$ cat config.mk
export PLATFORM = sky130hd
export DESIGN_NAME = apb_master_arbiter_flat
export DESIGN_NICKNAME = d
export VERILOG_FILES = /design/src/rtl/apb_bridge_pkg.sv /design/src/rtl/apb_master_arbiter_if.sv /design/src/rtl/rr_arbiter.sv /design/src/rtl/apb_master_arbiter.sv /design/src/flat_wrapper.sv
export SDC_FILE = /design/constraint.sdc
export NUM_CORES = 1
export LEC_CHECK = 0
export CELL_PAD_IN_SITES_DETAIL_PLACEMENT = 1
export CELL_PAD_IN_SITES_GLOBAL_PLACEMENT = 2
export CORE_ASPECT_RATIO = 1.25
export CORE_UTILIZATION = 22
export DETAILED_ROUTE_END_ITERATION = 10
export GPL_TIMING_DRIVEN = 0
export PLACE_DENSITY_LB_ADDON = 0.05
export RECOVER_POWER = 100
export SLEW_MARGIN = 15
export SYNTH_ARGS = -nofsm -noshare
export SYNTH_HDL_FRONTEND = slang
export SYNTH_HIERARCHICAL = 1
export SYNTH_SLANG_ARGS = --single-unit
$ cat constraint.sdc
create_clock -name clk -period 2.9 [get_ports clk]
set_input_delay 0.29 -clock clk [delete_from_list [all_inputs] [get_ports clk]]
set_output_delay 0.29 -clock clk [all_outputs]
set_load 0.02 [all_outputs]
$ cat src/rtl/apb_bridge_pkg.sv
// Shared types and default widths for the APB bridge master-side blocks.
package apb_bridge_pkg;

    localparam int DEF_ADDR_W = 32;
    localparam int DEF_DATA_W = 32;

    typedef enum logic [1:0] {
        ST_IDLE   = 2'd0,
        ST_SETUP  = 2'd1,
        ST_ACCESS = 2'd2,
        ST_RESP   = 2'd3
    } apb_state_t;

endpackage

$ cat src/rtl/apb_master_arbiter_if.sv
// APB bus between the arbitrated master port and the slave fabric.
interface apb_master_arbiter_if #(
    parameter int ADDR_W = apb_bridge_pkg::DEF_ADDR_W,
    parameter int DATA_W = apb_bridge_pkg::DEF_DATA_W
);

    logic              psel_o;
    logic              penable_o;
    logic              pwrite_o;
    logic [ADDR_W-1:0] paddr_o;
    logic [DATA_W-1:0] pwdata_o;
    logic [DATA_W-1:0] prdata_i;
    logic              pready_i;
    logic              pslverr_i;

    modport master (
        output psel_o, penable_o, pwrite_o, paddr_o, pwdata_o,
        input  prdata_i, pready_i, pslverr_i
    );

    modport slave (
        input  psel_o, penable_o, pwrite_o, paddr_o, pwdata_o,
        output prdata_i, pready_i, pslverr_i
    );

endinterface

$ cat src/rtl/rr_arbiter.sv
// Combinational round-robin pick: first requester above ptr_i, wrapping.
module rr_arbiter #(
    parameter int NUM_REQ = 4,
    localparam int IDX_W  = $clog2(NUM_REQ)
) (
    input  logic [NUM_REQ-1:0] req_i,
    input  logic [IDX_W-1:0]   ptr_i,
    output logic [IDX_W-1:0]   gnt_idx_o,
    output logic               any_req_o
);

    logic [IDX_W-1:0] cand_s;
    logic             found_s;

    // Scan ptr+1 .. ptr+NUM_REQ (mod NUM_REQ); the last pass revisits ptr itself.
    always_comb begin
        gnt_idx_o = '0;
        found_s   = 1'b0;
        cand_s    = '0;
        for (int i = 1; i <= NUM_REQ; i++) begin
            cand_s = IDX_W'((int'(ptr_i) + i) % NUM_REQ);
            if (!found_s && req_i[cand_s]) begin
                found_s   = 1'b1;
                gnt_idx_o = cand_s;
            end else begin
                found_s   = found_s;
            end
        end
    end

    assign any_req_o = |req_i;

endmodule

$ cat src/rtl/apb_master_arbiter.sv
// Round-robin sharing of one APB master port between NUM_REQ requesters,
// with full SETUP/ACCESS sequencing and a wait-state timeout.
module apb_master_arbiter
    import apb_bridge_pkg::*;
#(
    parameter int NUM_REQ = 4,
    parameter int ADDR_W  = DEF_ADDR_W,
    parameter int DATA_W  = DEF_DATA_W,
    parameter int TIMEOUT = 16,
    localparam int IDX_W  = $clog2(NUM_REQ),
    localparam int CNT_W  = $clog2(TIMEOUT)
) (
    input  logic                      clk,
    input  logic                      preset,
    input  logic [NUM_REQ-1:0]        req_valid_i,
    input  logic [NUM_REQ-1:0]        req_write_i,
    input  logic [NUM_REQ*ADDR_W-1:0] req_addr_i,
    input  logic [NUM_REQ*DATA_W-1:0] req_wdata_i,
    output logic [NUM_REQ-1:0]        req_done_o,
    output logic                      req_err_o,
    output logic [DATA_W-1:0]         req_rdata_o,
    output logic [IDX_W-1:0]          gnt_idx_o,
    apb_master_arbiter_if.master      apb
);

    logic [ADDR_W-1:0] addr_arr_s  [NUM_REQ];
    logic [DATA_W-1:0] wdata_arr_s [NUM_REQ];
    logic [IDX_W-1:0]  win_idx_s;
    logic              any_req_s;
    logic              finish_s;

    apb_state_t        state_r;
    logic [IDX_W-1:0]  ptr_r;
    logic [IDX_W-1:0]  gnt_idx_r;
    logic [CNT_W-1:0]  cnt_r;
    logic              psel_r;
    logic              penable_r;
    logic              pwrite_r;
    logic [ADDR_W-1:0] paddr_r;
    logic [DATA_W-1:0] pwdata_r;
    logic [NUM_REQ-1:0] done_r;
    logic              err_r;
    logic [DATA_W-1:0] rdata_r;

    for (genvar k = 0; k < NUM_REQ; k++) begin : g_unpack
        assign addr_arr_s[k]  = req_addr_i[k*ADDR_W +: ADDR_W];
        assign wdata_arr_s[k] = req_wdata_i[k*DATA_W +: DATA_W];
    end

    rr_arbiter #(
        .NUM_REQ (NUM_REQ)
    ) u_rr_arbiter (
        .req_i     (req_valid_i),
        .ptr_i     (ptr_r),
        .gnt_idx_o (win_idx_s),
        .any_req_o (any_req_s)
    );

    // ACCESS ends on a ready slave or on the last allowed wait state.
    assign finish_s = apb.pready_i || (cnt_r == CNT_W'(TIMEOUT - 1));

    // Transfer sequencer: arbitration, APB phases, timeout and response pulse.
    always_ff @(posedge clk) begin
        if (preset) begin
            state_r   <= ST_IDLE;
            ptr_r     <= IDX_W'(NUM_REQ - 1);
            gnt_idx_r <= '0;
            cnt_r     <= '0;
            psel_r    <= 1'b0;
            penable_r <= 1'b0;
            pwrite_r  <= 1'b0;
            paddr_r   <= '0;
            pwdata_r  <= '0;
            done_r    <= '0;
            err_r     <= 1'b0;
            rdata_r   <= '0;
        end else begin
            case (state_r)
                ST_IDLE: begin
                    done_r <= '0;
                    err_r  <= 1'b0;
                    rdata_r <= '0;
                    cnt_r  <= '0;
                    if (any_req_s) begin
                        gnt_idx_r <= win_idx_s;
                        ptr_r     <= win_idx_s;
                        psel_r    <= 1'b1;
                        penable_r <= 1'b0;
                        pwrite_r  <= req_write_i[win_idx_s];
                        paddr_r   <= addr_arr_s[win_idx_s];
                        pwdata_r  <= wdata_arr_s[win_idx_s];
                        state_r   <= ST_SETUP;
                    end else begin
                        psel_r    <= 1'b0;
                        penable_r <= 1'b0;
                        pwrite_r  <= 1'b0;
                        paddr_r   <= '0;
                        pwdata_r  <= '0;
                        state_r   <= ST_IDLE;
                    end
                end
                ST_SETUP: begin
                    penable_r <= 1'b1;
                    state_r   <= ST_ACCESS;
                end
                ST_ACCESS: begin
                    if (finish_s) begin
                        psel_r    <= 1'b0;
                        penable_r <= 1'b0;
                        pwrite_r  <= 1'b0;
                        paddr_r   <= '0;
                        pwdata_r  <= '0;
                        cnt_r     <= '0;
                        done_r    <= {{(NUM_REQ-1){1'b0}}, 1'b1} << gnt_idx_r;
                        // Timeout counts as an error; read data only survives a clean read.
                        err_r     <= apb.pready_i ? apb.pslverr_i : 1'b1;
                        rdata_r   <= (apb.pready_i && !apb.pslverr_i && !pwrite_r) ?
                                     apb.prdata_i : '0;
                        state_r   <= ST_RESP;
                    end else begin
                        cnt_r     <= cnt_r + CNT_W'(1'b1);
                        state_r   <= ST_ACCESS;
                    end
                end
                ST_RESP: begin
                    done_r  <= '0;
                    err_r   <= 1'b0;
                    rdata_r <= '0;
                    cnt_r   <= '0;
                    state_r <= ST_IDLE;
                end
                default: begin
                    psel_r    <= 1'b0;
                    penable_r <= 1'b0;
                    pwrite_r  <= 1'b0;
                    paddr_r   <= '0;
                    pwdata_r  <= '0;
                    done_r    <= '0;
                    err_r     <= 1'b0;
                    rdata_r   <= '0;
                    cnt_r     <= '0;
                    state_r   <= ST_IDLE;
                end
            endcase
        end
    end

    assign apb.psel_o    = psel_r;
    assign apb.penable_o = penable_r;
    assign apb.pwrite_o  = pwrite_r;
    assign apb.paddr_o   = paddr_r;
    assign apb.pwdata_o  = pwdata_r;
    assign req_done_o    = done_r;
    assign req_err_o     = err_r;
    assign req_rdata_o   = rdata_r;
    assign gnt_idx_o     = gnt_idx_r;

endmodule

$ cat src/flat_wrapper.sv
// flat-port wrapper written by rule: the top's interface ports become plain ports
module apb_master_arbiter_flat import apb_bridge_pkg::*;
#(
    parameter int NUM_REQ = 4,
    parameter int ADDR_W  = DEF_ADDR_W,
    parameter int DATA_W  = DEF_DATA_W,
    parameter int TIMEOUT = 16,
    localparam int IDX_W  = $clog2(NUM_REQ),
    localparam int CNT_W  = $clog2(TIMEOUT)
)
  (clk, preset, req_valid_i, req_write_i, req_addr_i, req_wdata_i, req_done_o, req_err_o, req_rdata_o, gnt_idx_o, apb_psel_o, apb_penable_o, apb_pwrite_o, apb_paddr_o, apb_pwdata_o, apb_prdata_i, apb_pready_i, apb_pslverr_i);
  apb_master_arbiter_if #(.ADDR_W(ADDR_W), .DATA_W(DATA_W)) apb_i ();
  input  logic clk;
  input  logic preset;
  input  logic [NUM_REQ-1:0] req_valid_i;
  input  logic [NUM_REQ-1:0] req_write_i;
  input  logic [NUM_REQ*ADDR_W-1:0] req_addr_i;
  input  logic [NUM_REQ*DATA_W-1:0] req_wdata_i;
  output logic [NUM_REQ-1:0] req_done_o;
  output logic req_err_o;
  output logic [DATA_W-1:0] req_rdata_o;
  output logic [IDX_W-1:0] gnt_idx_o;
  output wire logic [$bits(apb_i.psel_o)-1:0] apb_psel_o;
  output wire logic [$bits(apb_i.penable_o)-1:0] apb_penable_o;
  output wire logic [$bits(apb_i.pwrite_o)-1:0] apb_pwrite_o;
  output wire logic [$bits(apb_i.paddr_o)-1:0] apb_paddr_o;
  output wire logic [$bits(apb_i.pwdata_o)-1:0] apb_pwdata_o;
  input wire logic [$bits(apb_i.prdata_i)-1:0] apb_prdata_i;
  input wire logic [$bits(apb_i.pready_i)-1:0] apb_pready_i;
  input wire logic [$bits(apb_i.pslverr_i)-1:0] apb_pslverr_i;
  assign apb_psel_o = apb_i.psel_o;
  assign apb_penable_o = apb_i.penable_o;
  assign apb_pwrite_o = apb_i.pwrite_o;
  assign apb_paddr_o = apb_i.paddr_o;
  assign apb_pwdata_o = apb_i.pwdata_o;
  assign apb_i.prdata_i = apb_prdata_i;
  assign apb_i.pready_i = apb_pready_i;
  assign apb_i.pslverr_i = apb_pslverr_i;
  apb_master_arbiter #(.NUM_REQ(NUM_REQ), .ADDR_W(ADDR_W), .DATA_W(DATA_W), .TIMEOUT(TIMEOUT)) u_core (.clk(clk), .preset(preset), .req_valid_i(req_valid_i), .req_write_i(req_write_i), .req_addr_i(req_addr_i), .req_wdata_i(req_wdata_i), .req_done_o(req_done_o), .req_err_o(req_err_o), .req_rdata_o(req_rdata_o), .gnt_idx_o(gnt_idx_o), .apb(apb_i));
endmodule
==> flow_summary_export.csv, run 1 <==
group,metric,value,unit
place,dp_hpwl,22.07,mm
floorplanning,die_x,149.1,um
floorplanning,core_area,26260,um2
routing,wl_per_cell,20.95,um
sta,slew_viol_final,0,
floorplanning,io_pins,406,
clocking,clk_pin_slew_worst_paths,0.06,ns
run_status,status,"completed",
power,total_power,7.108,mW
routing,ant_nets,0,
clocking,clock-root-buffer,"clkbuf_16",
sta,period_needed,2.494,ns
logic_synthesis,synth_warnings,6,
sta,hold_ws,0.2524,ns
floorplanning,fp.dieArea,27710,um2
clocking,cts_resized,0,
clocking,ctsHtreeMaxLevel,4,
sta,layout_setup_ws,0.4056,ns
floorplanning,initial_core_util,22.66,%
hold_path,hold_class,"input port to flip-flop",
floorplanning,die_h,185.9,um
grt,antenna_found_initial,8,
logic_synthesis,synthesis.area,5951,um2
logic_synthesis,synth_edf_count,0,
grt,track_usage,18.97,%
worst_setup_path,crit_arrival,2.79,ns
logic_synthesis,synth-main-ff-cell,"dfxtp_1",
place,dpl_worst_slack,0.1404,ns
sta,period_share,86.01,%
power,peakVddDrop,0.0002589,V
routing,viasPerCell,4.576,
logic_synthesis,synth-simple-area-share,11.98,%
final_layout,syn2layout_area_growth,85.20,%
power,cellPowerDensity,644.9,nW/um2
flow_run,cap_violations,0,
sta,maxSlewHeadroom,48.94,%
sta,setup_viol,0,
worst_setup_path,cp.required,3.20,ns
worst_setup_path,start_kind,"input port",
logic_synthesis,synthDistinctLibCells,32,
place,io_buffer_count,404,
logic_synthesis,synth_async_sr_flop_share,0,%
grt,grt_pass1_wl,38.53,mm
final_layout,layout.nets,1205,
final_layout,drive_above_1_share,14.38,%
logic_synthesis,synth_fa_ha_area_share,1.262,%
routing,drt_pre_antenna_iters,4,
sta,skew,0.01125,ns
final_layout,regArea,2282,um2
final_layout,fillers,2830,
sta,setup_tns,0,ns
worst_setup_path,worstSetupPathType,"input port to flip-flop",
clocking,clock_latency,0.42,ns
clocking,cts.sinks,114,
logic_synthesis,synth-xor-area-share,0,%
clocking,cts_tree,"done",
routing,finalWirelength,26.37,mm
worst_setup_path,worstPathMaxFanout,10,
sta,rsz0062_at_grt,"false",
logic_synthesis,synth_cells,476,
final_layout,multi_input_comb_area,3344,um2
sta,max_slew.worst_pin.slew,0.7659,ns
routing,drt_iter0_drc,119,
final_layout,finish.instance_area,11020,um2
power,power.leakage,4.309,nW
routing,vias,5761,
logic_synthesis,synth_fp_nets,782,
grt,overflow,0,
logic_synthesis,ys_ff_latch,114,
floorplanning,row_count,66,
routing,route.detailed.drc,0,
clocking,cts-buffers-inserted,17,
clocking,cts_buffer_depth,2,
clocking,post_cts_buffers,0,
logic_synthesis,avgSynthCellArea,12.50,um2
grt,grt_pass1_vias,6687,
logic_synthesis,muxShareOfSynthArea,31.16,%
logic_synthesis,synth_top_family_by_area,"multiplexers",
worst_setup_path,cp-end-kind,"flip-flop",
clocking,hold_buffers,0,
sta,clock.fmax,400.9,MHz
place,dpl_cell_area,10420,um2
logic_synthesis,ys_seq_area_share,38.35,%
place,gp_congestion,0.8016,
logic_synthesis,synth_compound_area_share,11.90,%
sta,hold_violations,0,
grt,grt_start_max_net_pins,17,
==> worst max-delay path: stages <==
cell and delay (ns):
dlygate4sd3_1 0.60, nor2b_1 0.21, a21oi_1 0.06, o221ai_1 0.36, clkbuf_2 0.45, mux4_2 0.61
a22o_1 0.20
==> cells in the final DEF, fill, tap and decap left out, drive strengths merged, types with 6 or more instances in the layout <==
master	count
a21oi	12
a22o	65
buf	32
clkbuf	33
clkdlybuf4s50	297
dfxtp	114
diode	8
dlygate4sd3	107
ha	6
inv	6
mux2i	39
mux4	65
nand2	14
nand2b	40
nand3	8
nand3b	33
==> flip-flops by register name (all words and copies together) (netlist names), 2 cells and up <==
signal / count
u_core/state_r: 2
u_core/req_rdata_o: 32
u_core/gnt_idx_o: 2
u_core/req_done_o: 4
u_core/cnt_r: 4
u_core/apb.pwdata_o: 32
u_core/ptr_r: 2
u_core/apb.paddr_o: 32
==> cell usage after synthesis, drive strengths merged (2+ instances only) <==
library cell | n | area [um2]
buf | 35 | 257.8
a22o | 65 | 569.3
nand3 | 8 | 40.04
inv | 4 | 15.01
o21ai | 2 | 10.01
mux2i | 39 | 390.4
clkbuf | 12 | 45.04
mux4 | 65 | 1464
a21oi | 12 | 60.06
dfxtp | 114 | 2282
nor2b | 5 | 31.28
a31oi | 4 | 25.02
nand2 | 14 | 52.55
nand3b | 33 | 247.7
nor2 | 5 | 18.77
ha | 6 | 75.07
nand2b | 40 | 250.2
==> stage by stage <==
step | utilization (%) | std cells
floorplan | - | 476
global placement | 39.68 | 1220
detailed placement | 39.68 | 1220
CTS | 41.93 | 1251
global route | 41.95 | 1257
finish | 41.97 | 1259
==> layout make-up <==
class	count	share of cell area (%)
diodes	8	0.1817
repair buffers	404	36.69
clock inverters	13	1.465
well taps	340	3.860
inverters	4	0.1362
flip-flops and latches	114	20.71
clock buffers	18	3.894
plain buffers	47	2.713
multi-input cells	311	30.35
==> layer usage <==
| metal | track usage [%] | vias up | part of all wire [%] |
|---|---|---|---|
| li1 | - | 2705 | - |
| met1 | 18.26 | 2785 | 34 |
| met2 | 35.67 | 242 | 55 |
| met3 | 7.941 | 29 | 9.2 |
| met4 | 6.816 | 0 | 2.1 |
| met5 | 0 | - | 0 |
==> logic make-up (layout without fill, tap and decap cells) <==
kind of cell	count (synthesis)	count (layout)
compound gates	87	87
fa+ha+maj	6	6
buf+inv	51	486
flops	114	114
mux	104	104
other cells	0	8
simple gates	114	114
==> where the power goes <==
part | total [mW] | internal (mW) | switching [mW] | leakage, nW
clock network | 2.13 | 1.35 | 0.781 | 0.279
registers | 2.03 | 1.86 | 0.168 | 0.933
logic | 2.95 | 1.57 | 1.38 | 3.10
total | 7.11 | 4.78 | 2.33 | 4.31
==> worst paths after layout <==
kind	start	to	slack, ns	cells after the start
setup / recovery	req_valid_i[1]	u_core/apb.paddr_o[5]	0.41	7
hold / removal	preset	u_core/state_r[1]	0.25	2
setup reg to reg	u_core/cnt_r[0]	u_core/req_rdata_o[8]	0.55	6
hold reg to reg	u_core/req_rdata_o[7]	u_core/req_rdata_o[7]	0.47	2
No activity file was read; power rests on OpenSTA's default activity.
==> run 2, diff against run 1 <==
--- a/config.mk
+++ b/config.mk
@@ -8,7 +8,7 @@
 export CELL_PAD_IN_SITES_DETAIL_PLACEMENT = 1
 export CELL_PAD_IN_SITES_GLOBAL_PLACEMENT = 2
 export CORE_ASPECT_RATIO = 1.25
-export CORE_UTILIZATION = 22
+export CORE_UTILIZATION = 18
 export DETAILED_ROUTE_END_ITERATION = 10
 export GPL_TIMING_DRIVEN = 0
 export PLACE_DENSITY_LB_ADDON = 0.05
==> constraint.sdc (replaced) <==
create_clock -name clk -period 2.06 [get_ports clk]
set_input_delay 0.206 -clock clk [delete_from_list [all_inputs] [get_ports clk]]
set_output_delay 0.206 -clock clk [all_outputs]
set_load 0.02 [all_outputs]
==> run 2 against run 1 <==
Net effect:
- routed wire length grew 5.4%
- register-to-register slack got worse by 0.47 ns
- critical path depth rose by 1
- clock power increased by 54%
- cell count up 6.4%
- die area is 22% higher
- first-iteration DRC count is 87% higher
==> flow_summary_export.csv, run 2 (same netlist as run 1, synthesis figures left out) <==
group,metric,value,unit
run_status,status,"completed",
clocking,hold_buffers,0,
grt,grt_pass1_wl,40.11,mm
grt,grt_start_max_net_pins,17,
worst_setup_path,worstPathMaxFanout,8,
place,gp_congestion,0.7604,
worst_setup_path,critPathBufInv,3,
worst_setup_path,worstSetupPathType,"flip-flop to flip-flop",
sta,slew_viol_final,0,
clocking,clk_pin_slew_worst_paths,0.06,ns
floorplanning,row_count,74,
power,cellPowerDensity,931.5,nW/um2
clocking,clock_latency,0.43,ns
floorplanning,die_h,205.3,um
routing,ant_nets,0,
grt,use_met1,16.49,%
floorplanning,io_pins,406,
grt,top_usage_layer,"met2",
clocking,cts-buffers-inserted,17,
routing,finalWirelength,27.80,mm
grt,grt_util_met2,30.36,%
power,total_power,10.58,mW
hold_path,hold_class,"input port to flip-flop",
sta,skew,0.008650,ns
grt,grt_pass1_vias,6622,
sta,clock.fmax,504.8,MHz
routing,vias,5870,
final_layout,fin_cells,1340,
final_layout,multi_input_comb_area,3376,um2
worst_setup_path,crit_family,"multiplexers",
flow_run,cap_violations,0,
final_layout,regArea,2286,um2
final_layout,layout.nets,1213,
clocking,cts.sinks,114,
clocking,clock-root-buffer,"clkbuf_16",
grt,track_usage,16.27,%
routing,wl_per_cell,20.74,um
place,io_buffer_count,404,
grt,antenna_found_initial,4,
worst_setup_path,slowest_delay,0.53,ns
final_layout,final_common_cell,"clkdlybuf4s50_1",
worst_setup_path,cp-end-kind,"flip-flop",
place,dp_hpwl,22.95,mm
routing,viasPerCell,4.381,
routing,drt_iter0_drc,223,
sta,max_slew.worst_pin.slew,0.5105,ns
final_layout,final_cell_mix,"323 x clkdlybuf4s50_1, 113 x dfxtp_1, 79 x dlygate4sd3_1",
clocking,ctsHtreeMaxLevel,4,
final_layout,fillers,3605,
floorplanning,initial_core_util,18.26,%
floorplanning,core_area,32590,um2
place,dp.cells,1298,
worst_setup_path,crit_arrival,2.29,ns
power,power.leakage,4.373,nW
sta,period_needed,1.981,ns
sta,hold_violations,0,
final_layout,syn2layout_area_growth,90.87,%
worst_setup_path,cp_common_cell,"buf_12",
worst_setup_path,cp_slowest_cell,"mux4_2",
grt,overflow,0,
sta,period_share,96.15,%
grt,grt_util_met3,6.350,%
routing,route.detailed.drc,0,
floorplanning,die_x,164.6,um
final_layout,drive_above_1_share,16.30,%
sta,maxSlewHeadroom,65.97,%
worst_setup_path,crit_chain,"nand2_2, a21oi_2, o221ai_2, buf_6, buf_12, buf_12, mux4_2, a22o_1",
power,peakVddDrop,0.0004796,V
worst_setup_path,cp.required,2.37,ns
clocking,cts_tree,"done",
floorplanning,fp.dieArea,33800,um2
clocking,cts_buffer_depth,2,
sta,setup_viol,0,
sta,rsz0062_at_grt,"true",
routing,drt_pre_antenna_iters,4,
worst_setup_path,start_kind,"flip-flop",
[run 2: cell types whose count changed in the layout (fill, tap and decap cells not counted), moves of 3 or more]
cell             before  now
diode_2               8    2
buf_12                0    4
clkbuf_1             14   11
clkbuf_8              0    5
buf_4                 2   16
buf_2                18   11
dlygate4sd3_1       107   79
clkdlybuf4s50_1     297  323
[run 2: worst reg2reg max path: stages (launching register included)]
cell	delay [ns]
dfxtp_4	0.37
nand2_2	0.07
a21oi_2	0.06
o221ai_2	0.18
buf_6	0.15
buf_12	0.15
buf_12	0.15
mux4_2	0.53
a22o_1	0.21
[run 2: metal layers]
layer	vias up	wire (um)
li1	2713	-
met4	2	377
met3	23	2446
met1	2880	9898
met2	252	15060
met5	-	13
[run 2: final cells by class]
cell class / instances / share of cell area (%)
diodes: 2 / 0.04406
repair buffers: 412 / 36.36
flip-flops and latches: 114 / 20.13
clock buffers: 24 / 4.417
inverters: 4 / 0.1322
clock inverters: 8 / 1.300
well taps: 418 / 4.605
multi-input cells: 311 / 29.72
plain buffers: 47 / 3.294
[run 2: final timing paths]
kind                                             start                      to  slack, ns  cells past startpoint
worst min register to register  u_core/req_rdata_o[27]  u_core/req_rdata_o[27]       0.47                      2
worst min-delay path                            preset       u_core/state_r[1]       0.21                      2
worst max register to register         u_core/ptr_r[1]  u_core/apb.paddr_o[26]       0.08                      8
worst max-delay path                   u_core/ptr_r[1]  u_core/apb.paddr_o[26]       0.08                      8
[run 2: stage by stage]
step	util [%]	hold slack, ns	cell area, um2	setup TNS [ns]	setup WS (ns)
after CTS	34.60	0.1968	11280	0	0.006480
after detailed placement	32.27	0.4624	10520	-38.72	-0.7204
after floorplan	-	0.3690	5951	0	0.2002
final	34.85	0.2117	11360	0	0.07921
after global placement	32.27	0.4605	10520	-33.24	-0.6456
after global routing	34.84	0.2128	11360	-0.06942	-0.02292
[run 2: where the power goes]
group | switching [mW] | total [mW] | internal [mW]
registers | 0.248 | 2.87 | 2.62
clock network | 1.10 | 3.28 | 2.18
logic | 2.03 | 4.43 | 2.39
[run 2: repair_timing]
action,4_1_cts,5_1_grt
cloned,0,1
buffers inserted,5,2
gates resized for setup,23,12
pin swaps,2,2
setup endpoints to repair,60,63
endpoints found under the hold margin,0,0
==> run 3, diff against run 2 <==
--- a/config.mk
+++ b/config.mk
@@ -11,7 +11,7 @@
 export CORE_UTILIZATION = 18
 export DETAILED_ROUTE_END_ITERATION = 10
 export GPL_TIMING_DRIVEN = 0
-export PLACE_DENSITY_LB_ADDON = 0.05
+export PLACE_DENSITY_LB_ADDON = 0.1
 export RECOVER_POWER = 100
 export SLEW_MARGIN = 15
 export SYNTH_ARGS = -nofsm -noshare
==> run 3 against run 2 <==
Net effect:
- sequential share of layout area up 0.21 points
- non-clock buffer count down 4
- clock power down 11%
- sequential cell count unchanged
- hold slack better by 0.019 ns
- clock skew up 0.00072 ns
- cell count down 0.22%
- final area down 1.0%
==> flow_summary_export.csv, run 3 (same netlist as run 1, synthesis figures left out) <==
group,metric,value,unit
power,p_int,6.886,mW
clocking,ctsHtreeMaxLevel,4,
sta,maxSlewHeadroom,64.65,%
sta,max_slew.worst_pin.slew,0.5303,ns
clocking,cts-buffers-inserted,17,
clocking,clk_pin_slew_worst_paths,0.06,ns
clocking,clock_latency,0.42,ns
worst_setup_path,cp_slowest_cell,"mux4_2",
floorplanning,io_pins,406,
place,gp_congestion,0.7750,
grt,grt_pass1_wl,40.25,mm
worst_setup_path,worstSetupPathType,"flip-flop to flip-flop",
final_layout,final_common_cell,"clkdlybuf4s50_1",
grt,antenna_found_initial,8,
clocking,cts.sinks,114,
sta,clock.fmax,509.9,MHz
floorplanning,core_area,32590,um2
worst_setup_path,cp.required,2.37,ns
routing,vias,5875,
worst_setup_path,start_kind,"flip-flop",
power,peakVddDrop,0.0005024,V
grt,track_usage,16.40,%
sta,setup_viol,0,
place,dp.cells,1298,
routing,wl_per_cell,20.77,um
sta,rsz0062_at_grt,"true",
power,netSwitchingFraction,32.99,%
routing,ant_nets,0,
place,io_buffer_count,404,
run_status,status,"completed",
sta,period_needed,1.961,ns
clocking,clock-root-buffer,"clkbuf_16",
power,cellPowerDensity,913.9,nW/um2
final_layout,layout.nets,1209,
floorplanning,initial_core_util,18.26,%
routing,route.detailed.drc,0,
grt,grt_pass1_vias,6794,
worst_setup_path,cp-end-kind,"flip-flop",
clocking,hold_buffers,0,
clocking,cts_tree,"done",
worst_setup_path,crit_arrival,2.27,ns
power,pwr-share-comb,43.5,%
power,power.switching,3.390,mW
routing,drt_iter0_drc,212,
sta,slew_viol_final,0,
clocking,cts_buffer_depth,2,
floorplanning,die_x,164.6,um
sta,skew,0.009372,ns
floorplanning,die_h,205.3,um
final_layout,drive_above_1_share,15.94,%
power,pwr-share-clk,28.5,%
routing,viasPerCell,4.394,
grt,grt_start_max_net_pins,17,
final_layout,syn2layout_area_growth,88.94,%
floorplanning,row_count,74,
sta,period_share,95.19,%
sta,hold_ws,0.2312,ns
hold_path,hold_class,"input port to flip-flop",
worst_setup_path,worstPathMaxFanout,10,
place,dp_hpwl,23.26,mm
floorplanning,fp.dieArea,33800,um2
power,power.leakage,4.055,nW
routing,drt_pre_antenna_iters,4,
worst_setup_path,crit_chain,"nand2_1, a21oi_1, o221ai_2, buf_4, buf_8, mux4_2, a22o_1",
grt,overflow,0,
final_layout,postLayoutCoreUtil,34.50,%
power,seq_power_share,28.1,%
final_layout,final_cell_mix,"403 x clkdlybuf4s50_1, 113 x dfxtp_1, 65 x mux4_2, 65 x a22o_1, 40 x nand2b_1",
worst_setup_path,slowest_delay,0.55,ns
routing,finalWirelength,27.77,mm
flow_run,cap_violations,0,
final_layout,fin_cells,1337,
sta,hold_violations,0,
==> run 3: cell count changes in the layout (fill, tap and decap cells not counted), moves of 2 or more <==
cell and delta:
clkbuf_4 +3, nand2_1 +2, clkinv_2 +2, clkinvlp_4 +3
buf_4 -5, clkdlybuf4s50_1 +80, dlygate4sd3_1 -79, clkinv_4 +2
nand2_2 -2, bufinv_16 -2, clkbuf_8 -4
==> run 3: worst paths after layout <==
check / startpoint / end / slack [ns] / cells after the start
worst max-delay path: u_core/ptr_r[1] / u_core/apb.paddr_o[6] / 0.1 / 7
worst min-delay path: preset / u_core/state_r[1] / 0.23 / 2
worst max register to register: u_core/ptr_r[1] / u_core/apb.paddr_o[6] / 0.1 / 7
worst min register to register: u_core/req_rdata_o[2] / u_core/req_rdata_o[2] / 0.47 / 2
==> run 3: critical path: cells and delay by family (launching register included) <==
family	cells	cell delay [ns]
muxes	1	0.55
and+or+nand+nor	1	0.07
AOI/OAI and AO/OA	3	0.51
buffers and inverters	2	0.36
DFF	1	0.36
==> run 3: cell type report <==
| cell class | instances | area (um2) |
|---|---|---|
| antenna | 3 | 7.507 |
| buffer | 47 | 380.4 |
| clock buffer | 19 | 442.9 |
| clock inverter | 13 | 137.6 |
| fill | 3587 | 21350 |
| inverter | 4 | 15.01 |
| multi-input combinational | 311 | 3371 |
| sequential | 114 | 2286 |
| tap | 418 | 523.0 |
| timing repair buffer | 408 | 4080 |
==> run 3: power groups by stage <==
stage               Sequential [mW]  Clock, mW  Combinational, mW
global placement               2.90          0               4.38
detailed placement             2.91          0               4.42
finish                         2.88       2.92               4.47
floorplan                      3.35          0               1.93
CTS                            2.89       3.04               4.48
global route                   2.94       3.15               4.76
==> run 3: metal layers <==
metal	vias up	global-route usage [%]	share of wire [%]
li1	2708	-	-
met1	2873	15.92	35
met2	253	30.10	53
met3	33	7.357	9.7
met4	8	5.996	2.4
met5	-	0	0.21
==> run 3: stage by stage <==
stage                     setup TNS (ns)  setup WS [ns]  power [mW]  area [um2]
after floorplan                        0         0.2002       5.285        5951
after global placement            -29.72        -0.5547       7.280       10520
after detailed placement          -35.04        -0.6399       7.334       10520
after CTS                              0      0.0008267       10.40       11150
after global routing            -0.01195       -0.01195       10.85       11240
final                                  0        0.09902       10.28       11240
==> run 3: timing repair <==
action                     in CTS  in global routing
resized for setup              11                 22
buffers inserted                3                  1
setup endpoints to repair      60                 90
pin swaps                       1                  1
